File: src/rtl/clk_speed_switch_ctrl.sv
// clk_speed_switch_ctrl
// Owns the gen_speed select of the clock divider and sequences glitch-safe
// speed changes: gate the derived clocks, hold the divider in reset while
// the select moves, let the new clocks settle, then ungate. Single clock
// domain (local_clk), asynchronous active-low reset.
module clk_speed_switch_ctrl #(
    parameter logic [1:0] RESET_SPEED   = 2'b00,
    parameter int         QUIET_CYCLES  = 4,
    parameter int         RST_CYCLES    = 2,
    parameter int         SETTLE_CYCLES = 66
) (
    input  logic       local_clk,
    input  logic       rst,
    input  logic       req_valid,
    input  logic [1:0] req_speed,
    output logic       req_ready,
    output logic [1:0] gen_speed,
    output logic       clk_gate_n,
    output logic       div_rst_n,
    output logic       busy,
    output logic       done,
    output logic       err
);

    // Elaboration-time guard on the counter load values (8-bit counter).
    if (QUIET_CYCLES < 1 || QUIET_CYCLES > 255) begin : g_bad_quiet
        $error("QUIET_CYCLES must be in 1..255");
    end
    if (RST_CYCLES < 1 || RST_CYCLES > 255) begin : g_bad_rst
        $error("RST_CYCLES must be in 1..255");
    end
    if (SETTLE_CYCLES < 1 || SETTLE_CYCLES > 255) begin : g_bad_settle
        $error("SETTLE_CYCLES must be in 1..255");
    end

    // Counter reload values: a phase of N cycles counts N-1 down to 0.
    localparam logic [7:0] QUIET_LOAD  = 8'(QUIET_CYCLES - 1);
    localparam logic [7:0] RST_LOAD    = 8'(RST_CYCLES - 1);
    localparam logic [7:0] SETTLE_LOAD = 8'(SETTLE_CYCLES - 1);

    localparam logic [1:0] SPEED_ILLEGAL = 2'b11;

    typedef enum logic [1:0] {
        IDLE   = 2'b00,
        GATE   = 2'b01,
        DRST   = 2'b10,
        SETTLE = 2'b11
    } state_t;

    state_t     state_q, state_d;
    logic [7:0] cnt_q, cnt_d;
    logic [1:0] target_q, target_d;
    logic [1:0] gen_q, gen_d;
    logic       gate_n_q, gate_n_d;
    logic       drst_n_q, drst_n_d;
    logic       done_q, done_d;
    logic       err_q, err_d;

    // State register; reset drops any switch in progress back to IDLE.
    always_ff @(posedge local_clk or negedge rst) begin
        if (!rst) begin
            state_q <= IDLE;
        end else begin
            state_q <= state_d;
        end
    end

    // Next-state and registered-output decode for the switch sequence.
    always_comb begin
        state_d  = state_q;
        cnt_d    = cnt_q;
        target_d = target_q;
        gen_d    = gen_q;
        gate_n_d = gate_n_q;
        drst_n_d = drst_n_q;
        done_d   = 1'b0;
        err_d    = 1'b0;

        unique case (state_q)
            IDLE: begin
                // req_ready is high throughout IDLE, so req_valid alone is the handshake.
                if (req_valid) begin
                    if (req_speed == SPEED_ILLEGAL) begin
                        err_d = 1'b1;
                    end else if (req_speed == gen_q) begin
                        // Already running at the requested speed: acknowledge without gating.
                        done_d = 1'b1;
                    end else begin
                        target_d = req_speed;
                        gate_n_d = 1'b0;
                        cnt_d    = QUIET_LOAD;
                        state_d  = GATE;
                    end
                end
            end
            GATE: begin
                if (cnt_q == 8'd0) begin
                    // The select moves only together with the divider reset, under the gate.
                    gen_d    = target_q;
                    drst_n_d = 1'b0;
                    cnt_d    = RST_LOAD;
                    state_d  = DRST;
                end else begin
                    cnt_d = cnt_q - 8'd1;
                end
            end
            DRST: begin
                if (cnt_q == 8'd0) begin
                    drst_n_d = 1'b1;
                    cnt_d    = SETTLE_LOAD;
                    state_d  = SETTLE;
                end else begin
                    cnt_d = cnt_q - 8'd1;
                end
            end
            SETTLE: begin
                if (cnt_q == 8'd0) begin
                    gate_n_d = 1'b1;
                    done_d   = 1'b1;
                    state_d  = IDLE;
                end else begin
                    cnt_d = cnt_q - 8'd1;
                end
            end
            default: begin
                state_d = IDLE;
            end
        endcase
    end

    // Registered control outputs and phase counter.
    always_ff @(posedge local_clk or negedge rst) begin
        if (!rst) begin
            cnt_q    <= 8'd0;
            gen_q    <= RESET_SPEED;
            gate_n_q <= 1'b1;
            drst_n_q <= 1'b1;
            done_q   <= 1'b0;
            err_q    <= 1'b0;
        end else begin
            cnt_q    <= cnt_d;
            gen_q    <= gen_d;
            gate_n_q <= gate_n_d;
            drst_n_q <= drst_n_d;
            done_q   <= done_d;
            err_q    <= err_d;
        end
    end

    // Latched request target; only meaningful while a switch is in flight.
    always_ff @(posedge local_clk) begin
        target_q <= target_d;
    end

    assign req_ready  = (state_q == IDLE);
    assign busy       = (state_q != IDLE);
    assign gen_speed  = gen_q;
    assign clk_gate_n = gate_n_q;
    assign div_rst_n  = drst_n_q;
    assign done       = done_q;
    assign err        = err_q;

    // done and err come from mutually exclusive branches of the IDLE decode.
    a_done_err_excl : assert property (@(posedge local_clk) !(done && err));

endmodule

File: config.mk
export PLATFORM = sky130hd
export DESIGN_NAME = clk_speed_switch_ctrl
export DESIGN_NICKNAME = d
export VERILOG_FILES = /design/src/rtl/clk_speed_switch_ctrl.sv
export SDC_FILE = /design/constraint.sdc
export NUM_CORES = 1
export LEC_CHECK = 0
export CORE_MARGIN = 1
export CORE_UTILIZATION = 45
export CTS_BUF_LIST = sky130_fd_sc_hd__clkbuf_8
export DETAILED_ROUTE_END_ITERATION = 8
export HOLD_SLACK_MARGIN = 0.06
export PLACE_DENSITY = 0.69
export SYNTH_ARGS = -nofsm -noshare
export SYNTH_HDL_FRONTEND = slang
export SYNTH_SLANG_ARGS = --single-unit
File: constraint.sdc
create_clock -name local_clk -period 1.8 [get_ports local_clk]
set_input_delay 0.27 -clock local_clk [delete_from_list [all_inputs] [get_ports local_clk]]
set_output_delay 0.27 -clock local_clk [all_outputs]
set_load 0.01 [all_outputs]
==> results_dict.tcl <==
set metrics [dict create \
    share_of_cell_area_taken_by_muxes_after_synthesis_pct 3.17 \
    clkSlewWorstSetupHoldPaths_ns 0.08 \
    floorplan.rows 17 \
    critical_path_arrival_ns 2.02 \
    synthesized_area_fraction_occupied_by_ao_oa_aoi_and_oai_cells_pct 16.9 \
    router_iterations_before_antenna_repair 5 \
    seq_area_frac_synth_pct 43.4 \
    worst_setup_path_end_kind "flop" \
    postRouteWirelength_um 3230 \
    critical_path_peak_fanout 3 \
    post_drt_via_cell_ratio 5.65 \
    die_height_um 50.7 \
    critPathKind "reg -> reg" \
    synth_seq_cells 18 \
    power_leakage_nw 0.755 \
    clock.fmax_ghz 0.551 \
    syn_nets 121 \
    cts_made_buffers 3 \
    finalInstanceArea_mm2 0.00166 \
    minimum_period_implied_by_the_final_worst_setup_slack_ns 1.81 \
    hold_violations_final 0 \
    yosys_warnings 0 \
    cts_tree "built" \
    worst-r2r-cell-count 9 \
    holdWs_ns 0.312 \
    number_of_flops_mapped_to_enable_cells_by_yosys 2 \
    timing.slew.headroom_pct 73.1 \
    setup_repair_after_global_routing_missed_its_margin "true" \
    clock-root-buffer "sky130_fd_sc_hd__clkbuf_8" \
    power.ir.vdd_worst_mv 1.74 \
    layout.filler_cells 137 \
    synth_area_per_cell_um2 9.70 \
    layout.cells.most_common "sky130_fd_sc_hd__buf_4" \
    synthesis.instances 110 \
    num_vias 1073 \
    post_route_cells_drive_above_1_share_pct 41.4 \
    outcome "finished with violations" \
    place_congestion 0.899 \
    detailedPlacementHpwl_um 1890 \
    ys.flop_type "sky130_fd_sc_hd__dfrtp_1" \
    diodes 0 \
    first_iteration_detailed_routing_drc_count 58 \
    violated_checks "setup timing" \
    starting_utilization_of_the_core_area_pct 47.8 \
    final_cell_count_no_fill 190 \
    antenna_left 0 \
    cts_max_path_buffers 2 \
    route.detailed.wl_per_inst_um 17.0 \
    transition_time_at_the_pin_with_the_least_slew_margin_ns 0.402 \
    synthXorXnorAreaFrac_pct 0.821 \
    floorplan.die_area_mm2 0.00257 \
    antenna_found_initial 0 \
    synth-simple-area-share_pct 24.9 \
    grt_pass1_vias 976 \
    worstSetupStartpointType "flop" \
    worst_hold_path_type "in -> async" \
    final_nets 174 \
    global_route_wire_length_before_repair_um 4290 \
    fin_ws_ns -0.0144 \
    route.detailed.drc 0 \
    place.detailed.instances 175 \
    groute.usage.overall_pct 23.6 \
    total_gr_overflow 0 \
    mostFrequentLayoutCells "sky130_fd_sc_hd__buf_4 (34), sky130_fd_sc_hd__dfrtp_1 (14), sky130_fd_sc_hd__nand3_1 (10), sky130_fd_sc_hd__clkdlybuf4s50_1 (10)" \
    clock_sinks 18 \
    post-route-util_pct 74.5 \
    drv_cap 0 \
    grt_max_degree 17 \
    clk_latency_ns 0.27 \
    async_reset_ff_share_pct 88.9 \
    h-tree-depth 1 \
    ys_types 40 \
    fin_skew_ns 0.0101 \
    dpl_cell_area_mm2 0.00142 \
    power_per_cell_area_mw_per_mm2 2070 \
    synth_adder_area_share_pct 7.03 \
    synth_area_mm2 0.00107 \
    num_io_pins 13 \
    largest_family_of_logic_cells_by_synthesized_area "simple AND/OR/NAND/NOR gates" \
    numPortBuffers 12 \
    dieWidth_um 50.7 \
    finalMaxSlewViolations 0 \
    power.total_mw 3.45 \
    setup-tns-final_ns -0.0240 \
    layout-area-overhead-vs-synth_pct 55.8 \
    r2r_setup_slack_ns -0.01 \
    report.final.setup_viol 2 \
    fp.coreArea_mm2 0.00223 \
    critPathRequiredTime_ns 2.00 \
    period_share_pct 101 \
    place_worst_setup_slack_ns -0.0932 \
]
critical path, stage by stage (launching register included):
cell,delay [ns]
sky130_fd_sc_hd__dfrtp_1,0.40
sky130_fd_sc_hd__inv_2,0.09
sky130_fd_sc_hd__ha_4,0.13
sky130_fd_sc_hd__nor4b_4,0.27
sky130_fd_sc_hd__buf_4,0.19
sky130_fd_sc_hd__nand2_2,0.08
sky130_fd_sc_hd__a21oi_4,0.18
sky130_fd_sc_hd__buf_4,0.14
sky130_fd_sc_hd__o311ai_0,0.14
sky130_fd_sc_hd__nand3_1,0.13
path summary, 6_finish.rpt:
check	start	end
worst max-delay path	cnt_q[1]	cnt_q[3]
worst min-delay path	rst	cnt_q[4]
worst max register to register	cnt_q[1]	cnt_q[3]
worst min register to register	target_q[0]	gen_speed[0]
max in group asynchronous	rst	clk_gate_n
min in group local_clk	target_q[0]	gen_speed[0]
cell families (layout without fill, tap and decap cells):
group / count (synthesis) / after routing
XOR/XNOR: 1 / 1
AO/OA/AOI/OAI: 26 / 26
multiplexers: 3 / 3
buffers and inverters: 11 / 63
adder cells (fa/ha/maj): 6 / 6
AND/OR/NAND/NOR: 45 / 45
flip-flops: 18 / 18
cell usage after synthesis (all sizes together), types with 2 or more instances:
cell type  count  area, um2
nand2b         2       12.5
a21oi          7       38.8
edfxtp         2       60.1
mux2           3       33.8
nand3         10       50.1
dfstp          2       52.6
nand2          8       32.5
inv           10       37.5
a22oi          2       15.0
and3           2       12.5
o21ai          6       30.0
nor3           4       31.3
nor2           9       33.8
ha             6       75.1
o22a           2       17.5
and2           3       20.0
dfrtp         14        350
sequential cells by signal (all words and copies together) (netlist names):
name	count
cnt_q	8
target_q	2
err	1
clk_gate_n	1
done	1
gen_speed	2
div_rst_n	1
state_q	2
power by group:
group	internal [mW]	switching [mW]	leakage (nW)	total [mW]
Clock	0.152	0.155	0.0231	0.307
Sequential	0.575	0.141	0.220	0.717
Combinational	1.28	1.14	0.512	2.42
routing by layer:
layer / part of all wire (%) / global-route usage [%] / routed length (um)
met5: 0 / 0 / 0
met4: 4.1 / 13.9 / 134
met3: 6.3 / 3.64 / 203
met2: 50 / 40.9 / 1610
met1: 40 / 27.3 / 1290
area by class of cell:
class | instances | area, um2 | share of cell area, %
inverters | 10 | 37.5 | 2.26
flip-flops and latches | 18 | 463 | 27.8
well taps | 28 | 35.0 | 2.11
clock inverters | 1 | 3.75 | 0.226
repair buffers | 49 | 400 | 24.1
multi-input cells | 81 | 682 | 41.0
clock buffers | 3 | 41.3 | 2.48
timing repair:
item                                    CTS  global route
hold buffers                              0             0
buffers inserted                          3             9
endpoints found under the setup margin    6             9
gates resized for setup                  11            20
pin swaps                                 2             9
Note: power is estimated with default switching activity, not from simulation.
